### src/rtl/ddmtd_pkg.sv
// Shared definitions for the DDMTD deglitcher: FSM encoding, default
// parameter values and a small saturating-increment helper.
package ddmtd_pkg;

  localparam int DEF_CNT_WIDTH = 16;
  localparam int DEF_THRESH    = 8;

  typedef enum logic [1:0] {
    ST_WAIT_LOW  = 2'd0,
    ST_WAIT_EDGE = 2'd1,
    ST_CONFIRM   = 2'd2
  } state_e;

  // Increment an 8-bit count, sticking at 255.
  function automatic logic [7:0] sat_inc8(input logic [7:0] v);
    return (v == 8'hFF) ? v : v + 8'd1;
  endfunction

endpackage

### src/rtl/ddmtd_deglitcher_if.sv
// Sample input and tag/period result bundle of the DDMTD deglitcher.
//
// Handshake: there is no backpressure. tag_valid_o and period_valid_o are
// single-cycle pulses; tag_o / period_o are valid in the pulse cycle and hold
// their value until the next pulse. The consumer must accept every pulse.
interface ddmtd_deglitcher_if #(
  parameter int CNT_WIDTH = ddmtd_pkg::DEF_CNT_WIDTH
);
  logic                 clk_sampled_i;
  logic [CNT_WIDTH-1:0] tag_o;
  logic                 tag_valid_o;
  logic [CNT_WIDTH-1:0] period_o;
  logic                 period_valid_o;
  logic [7:0]           glitch_cnt_o;

  // Upstream sampler / result consumer side.
  modport master (
    output clk_sampled_i,
    input  tag_o, tag_valid_o, period_o, period_valid_o, glitch_cnt_o
  );

  // Deglitcher side.
  modport slave (
    input  clk_sampled_i,
    output tag_o, tag_valid_o, period_o, period_valid_o, glitch_cnt_o
  );
endinterface

### src/rtl/ddmtd_tag_counter.sv
// Free-running wrap-around tag counter used as the timestamp base.
module ddmtd_tag_counter #(
  parameter int CNT_WIDTH = ddmtd_pkg::DEF_CNT_WIDTH
) (
  input  logic                 i_clk,
  input  logic                 i_rst,
  output logic [CNT_WIDTH-1:0] o_cnt
);

  logic [CNT_WIDTH-1:0] r_cnt;

  // Count every cycle, wrapping naturally at 2^CNT_WIDTH.
  always_ff @(posedge i_clk) begin
    if (i_rst) r_cnt <= '0;
    else       r_cnt <= r_cnt + 1'b1;
  end

  assign o_cnt = r_cnt;

endmodule

### src/rtl/ddmtd_deglitcher.sv
// DDMTD beat-signal deglitcher: accepts a rising edge only after THRESH
// stable lows followed by THRESH stable highs, timestamps it with the tag
// counter value of the first high sample and reports the edge-to-edge period.
module ddmtd_deglitcher
  import ddmtd_pkg::*;
#(
  parameter int CNT_WIDTH = DEF_CNT_WIDTH,
  parameter int THRESH    = DEF_THRESH
) (
  input  logic            clk_ddmtd_i,
  input  logic            rst_ddmtdclk_i,
  ddmtd_deglitcher_if.slave bus,
  output state_e          o_state
);

  localparam logic [7:0] TH8   = THRESH[7:0];
  localparam logic [7:0] TH_M1 = TH8 - 8'd1;

  logic [CNT_WIDTH-1:0] w_cnt;
  logic                 w_sample;

  state_e               r_state;
  logic [7:0]           r_stable;
  logic [CNT_WIDTH-1:0] r_hold;
  logic [CNT_WIDTH-1:0] r_prev;
  logic                 r_first;
  logic [CNT_WIDTH-1:0] r_tag;
  logic                 r_tag_valid;
  logic [CNT_WIDTH-1:0] r_period;
  logic                 r_period_valid;
  logic [7:0]           r_glitch;

  assign w_sample = bus.clk_sampled_i;

  ddmtd_tag_counter #(.CNT_WIDTH(CNT_WIDTH)) u_tag_counter (
    .i_clk (clk_ddmtd_i),
    .i_rst (rst_ddmtdclk_i),
    .o_cnt (w_cnt)
  );

  // Edge qualification FSM plus tag/period/glitch datapath, all registered.
  always_ff @(posedge clk_ddmtd_i) begin
    if (rst_ddmtdclk_i) begin
      r_state        <= ST_WAIT_LOW;
      r_stable       <= '0;
      r_hold         <= '0;
      r_prev         <= '0;
      r_first        <= 1'b1;
      r_tag          <= '0;
      r_tag_valid    <= 1'b0;
      r_period       <= '0;
      r_period_valid <= 1'b0;
      r_glitch       <= '0;
    end else begin
      r_tag_valid    <= 1'b0;
      r_period_valid <= 1'b0;
      case (r_state)
        ST_WAIT_LOW: begin
          if (!w_sample) begin
            if (r_stable == TH_M1) begin
              r_stable <= '0;
              r_state  <= ST_WAIT_EDGE;
            end else begin
              r_stable <= r_stable + 8'd1;
            end
          end else begin
            r_stable <= '0;
          end
        end
        ST_WAIT_EDGE: begin
          if (w_sample) begin
            r_hold <= w_cnt;
            if (THRESH == 1) begin
              // A single high sample is enough: publish straight away.
              r_tag       <= w_cnt;
              r_tag_valid <= 1'b1;
              r_prev      <= w_cnt;
              r_first     <= 1'b0;
              if (!r_first) begin
                r_period       <= w_cnt - r_prev;
                r_period_valid <= 1'b1;
              end
              r_stable <= '0;
              r_state  <= ST_WAIT_LOW;
            end else begin
              r_stable <= 8'd1;
              r_state  <= ST_CONFIRM;
            end
          end
        end
        ST_CONFIRM: begin
          if (w_sample) begin
            if (r_stable == TH_M1) begin
              r_tag       <= r_hold;
              r_tag_valid <= 1'b1;
              r_prev      <= r_hold;
              r_first     <= 1'b0;
              if (!r_first) begin
                r_period       <= r_hold - r_prev;
                r_period_valid <= 1'b1;
              end
              r_stable <= '0;
              r_state  <= ST_WAIT_LOW;
            end else begin
              r_stable <= r_stable + 8'd1;
            end
          end else begin
            // High run too short: a glitch; the next rising edge re-stamps.
            r_glitch <= sat_inc8(r_glitch);
            r_stable <= '0;
            r_state  <= ST_WAIT_EDGE;
          end
        end
        default: begin
          r_stable <= '0;
          r_state  <= ST_WAIT_LOW;
        end
      endcase
    end
  end

  assign bus.tag_o          = r_tag;
  assign bus.tag_valid_o    = r_tag_valid;
  assign bus.period_o       = r_period;
  assign bus.period_valid_o = r_period_valid;
  assign bus.glitch_cnt_o   = r_glitch;
  assign o_state            = r_state;

endmodule

### src/flat_wrapper.sv
// flat-port wrapper written by rule: the top's interface ports become plain ports
module ddmtd_deglitcher_flat import ddmtd_pkg::*;
#(
  parameter int CNT_WIDTH = DEF_CNT_WIDTH,
  parameter int THRESH    = DEF_THRESH
)
  (clk_ddmtd_i, rst_ddmtdclk_i, o_state, bus_clk_sampled_i, bus_tag_o, bus_tag_valid_o, bus_period_o, bus_period_valid_o, bus_glitch_cnt_o);
  ddmtd_deglitcher_if #(.CNT_WIDTH(CNT_WIDTH)) bus_i ();
  input  logic clk_ddmtd_i;
  input  logic rst_ddmtdclk_i;
  output state_e o_state;
  input wire logic [$bits(bus_i.clk_sampled_i)-1:0] bus_clk_sampled_i;
  output wire logic [$bits(bus_i.tag_o)-1:0] bus_tag_o;
  output wire logic [$bits(bus_i.tag_valid_o)-1:0] bus_tag_valid_o;
  output wire logic [$bits(bus_i.period_o)-1:0] bus_period_o;
  output wire logic [$bits(bus_i.period_valid_o)-1:0] bus_period_valid_o;
  output wire logic [$bits(bus_i.glitch_cnt_o)-1:0] bus_glitch_cnt_o;
  assign bus_i.clk_sampled_i = bus_clk_sampled_i;
  assign bus_tag_o = bus_i.tag_o;
  assign bus_tag_valid_o = bus_i.tag_valid_o;
  assign bus_period_o = bus_i.period_o;
  assign bus_period_valid_o = bus_i.period_valid_o;
  assign bus_glitch_cnt_o = bus_i.glitch_cnt_o;
  ddmtd_deglitcher #(.CNT_WIDTH(CNT_WIDTH), .THRESH(THRESH)) u_core (.clk_ddmtd_i(clk_ddmtd_i), .rst_ddmtdclk_i(rst_ddmtdclk_i), .bus(bus_i), .o_state(o_state));
endmodule
### config.mk
export PLATFORM = sky130hd
export DESIGN_NAME = ddmtd_deglitcher_flat
export DESIGN_NICKNAME = d
export VERILOG_FILES = /design/src/rtl/ddmtd_pkg.sv /design/src/rtl/ddmtd_deglitcher_if.sv /design/src/rtl/ddmtd_tag_counter.sv /design/src/rtl/ddmtd_deglitcher.sv /design/src/flat_wrapper.sv
export SDC_FILE = /design/constraint.sdc
export NUM_CORES = 1
export LEC_CHECK = 0
export CAP_MARGIN = 20
export CORE_ASPECT_RATIO = 1.1
export CORE_UTILIZATION = 47
export CTS_BUF_LIST = sky130_fd_sc_hd__clkbuf_16
export DETAILED_ROUTE_END_ITERATION = 10
export PLACE_DENSITY = 0.79
export RECOVER_POWER = 100
export SYNTH_ARGS = -nofsm -noshare
export SYNTH_HDL_FRONTEND = slang
export SYNTH_SLANG_ARGS = --single-unit
### constraint.sdc
create_clock -name clk_ddmtd_i -period 2.05 [get_ports clk_ddmtd_i]
set_input_delay 0.5125 -clock clk_ddmtd_i [delete_from_list [all_inputs] [get_ports clk_ddmtd_i]]
set_output_delay 0.5125 -clock clk_ddmtd_i [all_outputs]
set_load 0.02 [all_outputs]
# Yosys cells after proc, flatten, opt, wreduce, memory -nomap -nowiden
# Index checks and enable logic that the tools add are counted.
# op_classes
bitwise_logic	5
muxes	13
reduce_logical	8
n_addsub	4
eq_ne	8
# op_table
op	n
2-to-1 mux 8 bit	4
one-hot mux 8 bit (3 select lines)	1
adder 16 x 1 -> 16 bit (second input constant)	1
adder 8 x 1 -> 8 bit (second input constant)	2
subtractor 16 bit	1
2-to-1 mux 2 bit	5
equality test 8 x 3 -> 1 bit (second input constant)	1
equality test 8 bit (second input constant)	1
AND reduction 4 bit	2
one-hot mux 2 bit (3 select lines)	1
AND reduction 3 bit	2
inverter 1 bit	5
inequality test 2 bit (second input constant)	2
OR reduction 4 bit	1
inequality test 3 x 2 -> 1 bit (second input constant)	1
OR reduction 3 bit	1
equality test 2 x 1 -> 1 bit (second input constant)	1
equality test 2 bit (second input constant)	1
zero test 2 bit	1
2-to-1 mux 1 bit	2
inequality test 2 x 1 -> 1 bit (second input constant)	1
AND reduction 2 bit	1
# totals
reg_bits	85
input_bits	3

# Depth between registers and ports, before layout
# logic_depth
word_depth	4
ltp_mapped	10
mapped_depth_nobuf	10

# By module
# From an unflattened synthesis, not the netlist that was laid out.
# unflattened
cells_unflattened	523
area_unflattened_um2	4184.0
# by_module_without_submodules
module	cells_each	area_per_inst_um2	instances
ddmtd_deglitcher	441	3458.3	1
ddmtd_tag_counter	82	725.7	1

# Least setup slack after synthesis
# No wires, ideal clock.
# synth_path
path_kind	reg2reg
startpoint	register u_core.r_prev[0]
endpoint	register u_core.r_period[10] (netlist: u_core.bus.period_o[10])
t_arrival_ns	2.289
setup_slack_ns	-0.371
path_stages_with_launch	10
setup_ns	0.132
cell_sequence	dfxtp_1 -> ha_1 -> inv_1 -> fa_1 -> a21o_1 -> a2111oi_0 -> o221ai_1 -> xor2_1 -> nand2_1 -> a21oi_1
# synth_via
elab_chain_cells	1
# synth_rtl
item	line_no	source
start: declaration	ddmtd_deglitcher.sv:25	logic [CNT_WIDTH-1:0] r_prev;
start signal: assignment	ddmtd_deglitcher.sv:77	r_prev <= w_cnt;
start signal: assignment	ddmtd_deglitcher.sv:96	r_prev <= r_hold;
subtractor 16 bit	ddmtd_deglitcher.sv:99	r_period <= r_hold - r_prev;
end signal: assignment	ddmtd_deglitcher.sv:80	r_period <= w_cnt - r_prev;
end signal: assignment	ddmtd_deglitcher.sv:99	
end: declaration	ddmtd_deglitcher.sv:29	logic [CNT_WIDTH-1:0] r_period;
# No other way between the ends.
# A chain may end at the register's enable or synchronous reset.

# Worst setup path in the final report
# layout_path
startpoint	register u_core.r_hold[0]
endpoint	register u_core.r_period[12] (netlist: u_core.bus.period_o[12])
# layout_via
elab_chain_cells	1
# layout_rtl
item	line_no	source
start: declaration	ddmtd_deglitcher.sv:24	logic [CNT_WIDTH-1:0] r_hold;
start signal: assignment	ddmtd_deglitcher.sv:72	r_hold <= w_cnt;
subtractor 16 bit	ddmtd_deglitcher.sv:99	
# No other way between the ends.

==> impl_metrics.ini <==
[min_path]
worstHoldPathCells = 2
min_to = u_core.bus.period_o[10]
min_from = u_core.bus.period_o[10]
min_path_type = flip-flop to flip-flop

[floorplanning]
start_util_pct = 48.6
fp.dieArea_mm2 = 0.00903
die_height_um = 99.5
core_mm2 = 0.00836
ios = 47
die_w_um = 90.7
placementRows = 35

[worst_setup_path]
arrival_ns = 2.35
required_ns = 2.28
crit_chain = inv_2, ha_4, inv_2, fa_2, a21o_1, a2111oi_4, o211ai_1, a21oi_1, or4_1, nand3_1
crit_family = compound AO/OA/AOI/OAI gates
cp-start-kind = flip-flop
r2r-end = u_core.bus.period_o[12]
r2r_cells = 10
end_kind = flip-flop
critPathMostFrequentCell = inv_2
cpPeakStageDelay_ns = 0.41
worstPathMaxFanout = 3
critPathSlowestCell = a2111oi_4
reg2reg_from = u_core.r_hold[0]
r2r_setup_slack_ns = -0.07
path_class = flip-flop to flip-flop
critPathBufInv = 2

[timing]
finalMaxSlewViolations = 0
rsz0062_at_grt = yes
hold_viol_final = 0
hold_slack_ns = 0.447
tightest_slew_ns = 0.526
fin_crit_sh_pct = 104
max_freq_mhz = 471
relSlewSlack_pct = 64.9
setup_ws_ns = -0.0745
fin_worst_skew_ns = 0.00925
setup_violations = 4
period_needed_ns = 2.12

[route]
routedWlPerCell_um = 14.1
drt_iter0_markers = 225
vias = 3758
ant_nets = 0
drtPass1Iterations = 5
drcViolationCount = 0
routed_via_density = 5.41
routed_wl_mm = 9.80

[place]
numPortBuffers = 46
place_area_mm2 = 0.00492
place.gp.congestion = 0.980
dp.cells = 676
hpwl_mm = 6.36

[power]
leakage_nw = 1.98
finalPower_mw = 3.49
power_per_cell_area_mw_per_mm2 = 649
vdd_ir_drop_max_mv = 0.504

[status]
status = finished with violations
violations = negative setup slack

[yosys]
synth_xor_area_share_pct = 7.33
async_flop_share_pct = 0
synth_area_mm2 = 0.00407
yosys_warnings = 0
ys_ff_latch = 85
synth-seq-area-share_pct = 41.9
syn_nets = 525
synth_top_area_share_pct = 41.9
avgSynthCellArea_um2 = 8.10
synthAdderAreaFrac_pct = 6.34
synth_top_family_by_area = simple AND/OR/NAND/NOR gates
synth-edff-count = 0
netlist_instances = 502
synthTopCellsByArea = dfxtp_1, nand2_1, a21oi_1, ha_1, nor2_1
yosys.area.top_type = dfxtp_1
synth-compound-area-share_pct = 16.0
synthMuxAreaShare_pct = 0.523
synth-simple-area-share_pct = 23.4
ys_types = 55
synth_flop_cell = dfxtp_1

[cells_and_area]
antenna_cells = 0
fillers = 663
regArea_mm2 = 0.00171
area_growth_pct = 32.1
final_cell_mix = nand2_1, dfxtp_1, a21oi_1, nor2_1, clkdlybuf4s50_1
postLayoutCoreUtil_pct = 64.2
finalNetCount = 602
final_cell_area_mm2 = 0.00537
layout-drive-gt1-share_pct = 16.3
final_common_cell = nand2_1
instances_no_fill = 695
multi_input_area_mm2 = 0.00231

[clocking]
cts_buffers = 9
clk_latency_ns = 0.34
cts_tree = built
clk_pin_slew_worst_paths_ns = 0.06
root_buffer = clkbuf_16
clockBufferDepth = 2
clock-sinks = 85
cts_htree_levels = 3

[job]
cap_viol_max_count = 0

[global_route]
grt.overflow.total = 0
antenna_found_initial = 0
grt_max_degree = 45
grt_pass1_vias = 3444
grt_util_all_layers_pct = 21.7
grt_pass1_wl_mm = 15.9
power by group:
group | switching, mW | internal [mW] | leakage (nW)
Clock | 0.690 | 1.07 | 0.154
Combinational | 0.0394 | 0.0191 | 1.14
Sequential | 0.00820 | 1.66 | 0.688
worst max-delay path by stage:
stage / start / endpoint / slack (ns) / depth (start not counted)
final: u_core.r_hold[0] / u_core.bus.period_o[12] / -0.07 / 10
after global routing: u_core.r_hold[0] / u_core.bus.period_o[14] / -0.16 / 10
after CTS: u_core.r_hold[0] / u_core.bus.period_o[14] / -0.07 / 10
after detailed placement: bus_clk_sampled_i / u_core.bus.period_o[12] / -0.30 / 6
after global placement: bus_clk_sampled_i / u_core.bus.period_o[12] / -0.29 / 6
after floorplan: u_core.r_prev[0] / u_core.bus.period_o[10] / -0.03 / 9
registers in the layout, summed over array words and instances, names as in the netlist:
register	flops
u_core.bus.glitch_cnt_o	8
u_core.bus.period_o	16
u_core.bus.period_valid_o	1
u_core.bus.tag_valid_o	1
u_core.o_state	2
u_core.r_first	1
u_core.r_hold	16
u_core.r_prev	16
u_core.r_stable	8
u_core.u_tag_counter.o_cnt	16
cells in the mapped netlist, drive strengths merged, types with 3 or more instances:
cell    number
nor3         4
nand3       13
nor2        46
a211o        3
inv         21
and4         3
and3         3
buf         10
dfxtp       85
a21oi       62
xor2        19
nand2       96
nor3b        3
a21o         6
o21ai       14
xnor2       15
a211oi       4
nand2b       5
or3          5
clkbuf      15
nand4        7
nor2b        4
ha          19
o211ai       3
metrics by stage:
stage	setup slack [ns]	setup TNS (ns)
5_1_grt	-0.160	-0.627
3_3_place_gp	-0.290	-4.61
6_report	-0.0745	-0.148
4_1_cts	-0.0706	-0.148
3_5_place_dp	-0.297	-5.40
2_1_floorplan	-0.0321	-0.0321
repair_timing:
action                     in CTS  in global routing
hold endpoints to repair        0                  0
gates cloned                    0                  0
setup buffers                   1                  3
gates resized for setup        11                 15
pin swaps                      12                 10
setup endpoints to repair       6                 10
hold buffers                    0                  0
layout make-up:
class,instances,share of cell area [%]
multi-input combinational,370,43.0
sequential,85,31.9
timing repair buffer,91,15.0
clock buffer,9,4.19
tap,111,2.59
clock inverter,7,1.82
inverter,22,1.54
worst register-to-register path, delay by kind of cell, from the launching register on:
kind / cells / cell delay (ns)
flops: 1 / 0.32
buf+inv: 2 / 0.09
simple gates: 2 / 0.19
compound gates: 4 / 0.96
fa+ha+maj: 2 / 0.46
routing by layer:
layer | track usage (%) | wire (um)
met5 | 0 | 0
met4 | 8.81 | 242
met3 | 4.59 | 417
met2 | 37.2 | 4780
met1 | 26.5 | 4360
cell families (layout without fill, tap and decap cells):
group | Yosys count | count (layout)
AOI/OAI and AO/OA | 110 | 110
xor gates and xnor gates | 34 | 34
adders and majority gates | 20 | 20
buffers and inverters | 47 | 129
DFF | 85 | 85
muxes | 2 | 2
and+or+nand+nor | 204 | 204
(Power assumes the default switching activity.)
==> RTL change: new RTL, same flow settings <==
Put one more register stage on the output `o_state`. The value now appears one clock later. The other outputs are not delayed to match.
--- a/src/rtl/ddmtd_deglitcher.sv
+++ b/src/rtl/ddmtd_deglitcher.sv
@@ -124,7 +124,9 @@
   assign bus.period_o       = r_period;
   assign bus.period_valid_o = r_period_valid;
   assign bus.glitch_cnt_o   = r_glitch;
-  assign o_state            = r_state;
+  always_ff @(posedge clk_ddmtd_i) begin
+    o_state <= r_state;
+  end
 
 endmodule
 
Behaviour: not the same (Yosys sat finds a counterexample within 10 cycles, from zero or initial values and one cycle with rst_ddmtdclk_i high).
==> RTL change against the original RTL <==
The run still ends with setup timing left; clock skew is 3.7 ps lower; routed wire length is 1.0% higher; setup slack worse by 63 ps; area after synthesis is 2.0% higher; sequential share of layout area is 0.56 points higher; synthesized cell count is 2.2% lower; sequential cell count is 2 higher; cell area is 0.42% higher; global-route usage is 0.73 points lower; power is 4.9% higher; clock power is 7% higher; worst hold slack better by 0.78 ps; largest power group unchanged.
==> RTL change: results (changes against the original RTL) <==
[outcome]
status=complete, but fails checks  ; unchanged
violations=setup timing  ; unchanged

[clock_tree]
path_clk_slew_ps=60  ; about the same
cts_buffers=9  ; unchanged
clk_latency_ps=340  ; about the same
clockBufferDepth=2  ; unchanged
htreeDepth=3  ; unchanged
root_buffer=clkbuf_16  ; unchanged

[logic_synthesis]
yosysSeqAreaShare_pct=42.0  ; was 41.9%
ys_types=52  ; was 55
synth_common_cells=dfxtp_1, nand2_1, nor2_1  ; was nand2_1, dfxtp_1, a21oi_1
syn_nets=514  ; was 525
avgSynthCellArea_um2=8.45  ; was 8.10 um^2
synthArstFlopShare_pct=0  ; unchanged
yosys_warnings=0  ; unchanged
synth_area_leaders=dfxtp_1, nand2_1, nor2_1  ; was dfxtp_1, nand2_1, a21oi_1

[drt]
dr_total_vias=3745  ; was 3,758
drtIter0Drc=175  ; was 225
routed_via_density=5.56  ; was 5.41
wirelength_um=9900  ; was 9800 um

[sta]
setup_violations=6  ; was 4
max_slew_margin_pct=24.2  ; was 64.9%
setup_slack_ps=-137  ; was -74.5 ps
fin_skew_ps=5.53  ; was 9.25 ps
tns_ps=-429  ; was -148 ps

[grt]
grt_pass1_wl_um=15500  ; was 15,900 um
grt_pass1_vias=3414  ; was 3,444
grt_start_max_net_pins=61  ; was 45
track_usage_pct=21.0  ; was 21.7%
antenna_found_initial=0  ; unchanged

[placement]
gp_congestion=0.884  ; was 0.980
dp_cells=654  ; was 676
place.detailed.hpwl_um=6510  ; was 6360 um
io_buffers=46  ; unchanged

[power_and_ir_drop]
ir_worst_vdd_mv=0.493  ; was 0.504 mV
leakagePower_nw=2.30  ; was 1.98 nW
p_int_mw=2.91  ; was 2.75 mW

[setup_path]
worst-path-max-fanout=3  ; unchanged
crit_arrival_ps=2410  ; was 2350 ps

[finish]
layout.nets=581  ; was 602
drive_gt1_share_pct=13.1  ; was 16.3%
fillers=664  ; was 663

[RTL change: changes by cell type in the layout (fill, tap and decap cells not counted), sizes merged, moves of 6 or more]
cell and change:
a21oi -26, buf -17, clkbuf +7, clkdlybuf4s50 -44, dlygate4sd3 +43, mux2i +17, nand2 -29, nand3 +8
nor2 +18, xnor2 -6
[RTL change: metal layers]
layer / global-route usage (%) / wire (um)
met1: 25.9 / 4310
met2: 36.6 / 4930
met3: 3.47 / 444
met4: 8.30 / 216
met5: 0 / 0
[RTL change: timing repair]
action,CTS,global route
pin swaps,6,10
hold buffers,0,0
resized for setup,10,20
endpoints found under the setup margin,7,15
setup buffers,0,4
[RTL change: stage by stage]
| stage | worst slack (ps) | power [mW] | cell area (um^2) |
|---|---|---|---|
| floorplan | 19.7 | 1.78 | 4170 |
| global route | -209 | 3.75 | 5390 |
| detailed placement | -355 | 1.80 | 4900 |
| CTS | -80.1 | 3.68 | 5280 |
| finish | -137 | 3.66 | 5390 |
| global placement | -288 | 1.80 | 4900 |
[RTL change: worst max-delay path, cell delays in order (launching register included)]
cell and delay (ps):
dfxtp_2 320, inv_2 80, ha_4 140, inv_2 40
fa_2 350, a211oi_2 280, o21bai_1 150, a31o_2 270
a211oi_2 240, nor4_1 70, nand3b_1 150
[RTL change: cell families after synthesis]
logic type,Yosys count,share of synthesized area (%)
muxes,18,4.34
DFF,87,42.0
AOI/OAI and AO/OA,89,14.0
and+or+nand+nor,203,23.0
adders and majority gates,20,6.21
buffers and inverters,46,4.49
xor gates and xnor gates,28,5.91
[RTL change: final cells by class]
| class | instances | area [um^2] | area share [%] |
|---|---|---|---|
| multi-input combinational | 358 | 2370 | 43.9 |
| sequential | 87 | 1750 | 32.4 |
| timing repair buffer | 81 | 713 | 13.2 |
| clock buffer | 9 | 225 | 4.18 |
| tap | 111 | 139 | 2.58 |
| clock inverter | 7 | 120 | 2.23 |
| inverter | 21 | 78.8 | 1.46 |
[RTL change: power groups by stage]
stage               registers (mW)  logic, mW  clock network [mW]
floorplan                     1.74     0.0427                   0
global placement              1.74     0.0581                   0
detailed placement            1.74     0.0600                   0
CTS                           1.70     0.0605                1.91
global route                  1.70     0.0659                1.98
finish                        1.70     0.0596                1.89
[RTL change: path summary, 6_finish.rpt]
path	depth (start not counted)	slack, ps	to	from
worst min-delay path	2	450	u_core.bus.period_o[7]	u_core.bus.period_o[7]
worst min register to register	2	450	u_core.bus.period_o[7]	u_core.bus.period_o[7]
worst max-delay path	10	-140	u_core.bus.period_o[12]	u_core.r_hold[0]
worst max register to register	10	-140	u_core.bus.period_o[12]	u_core.r_hold[0]
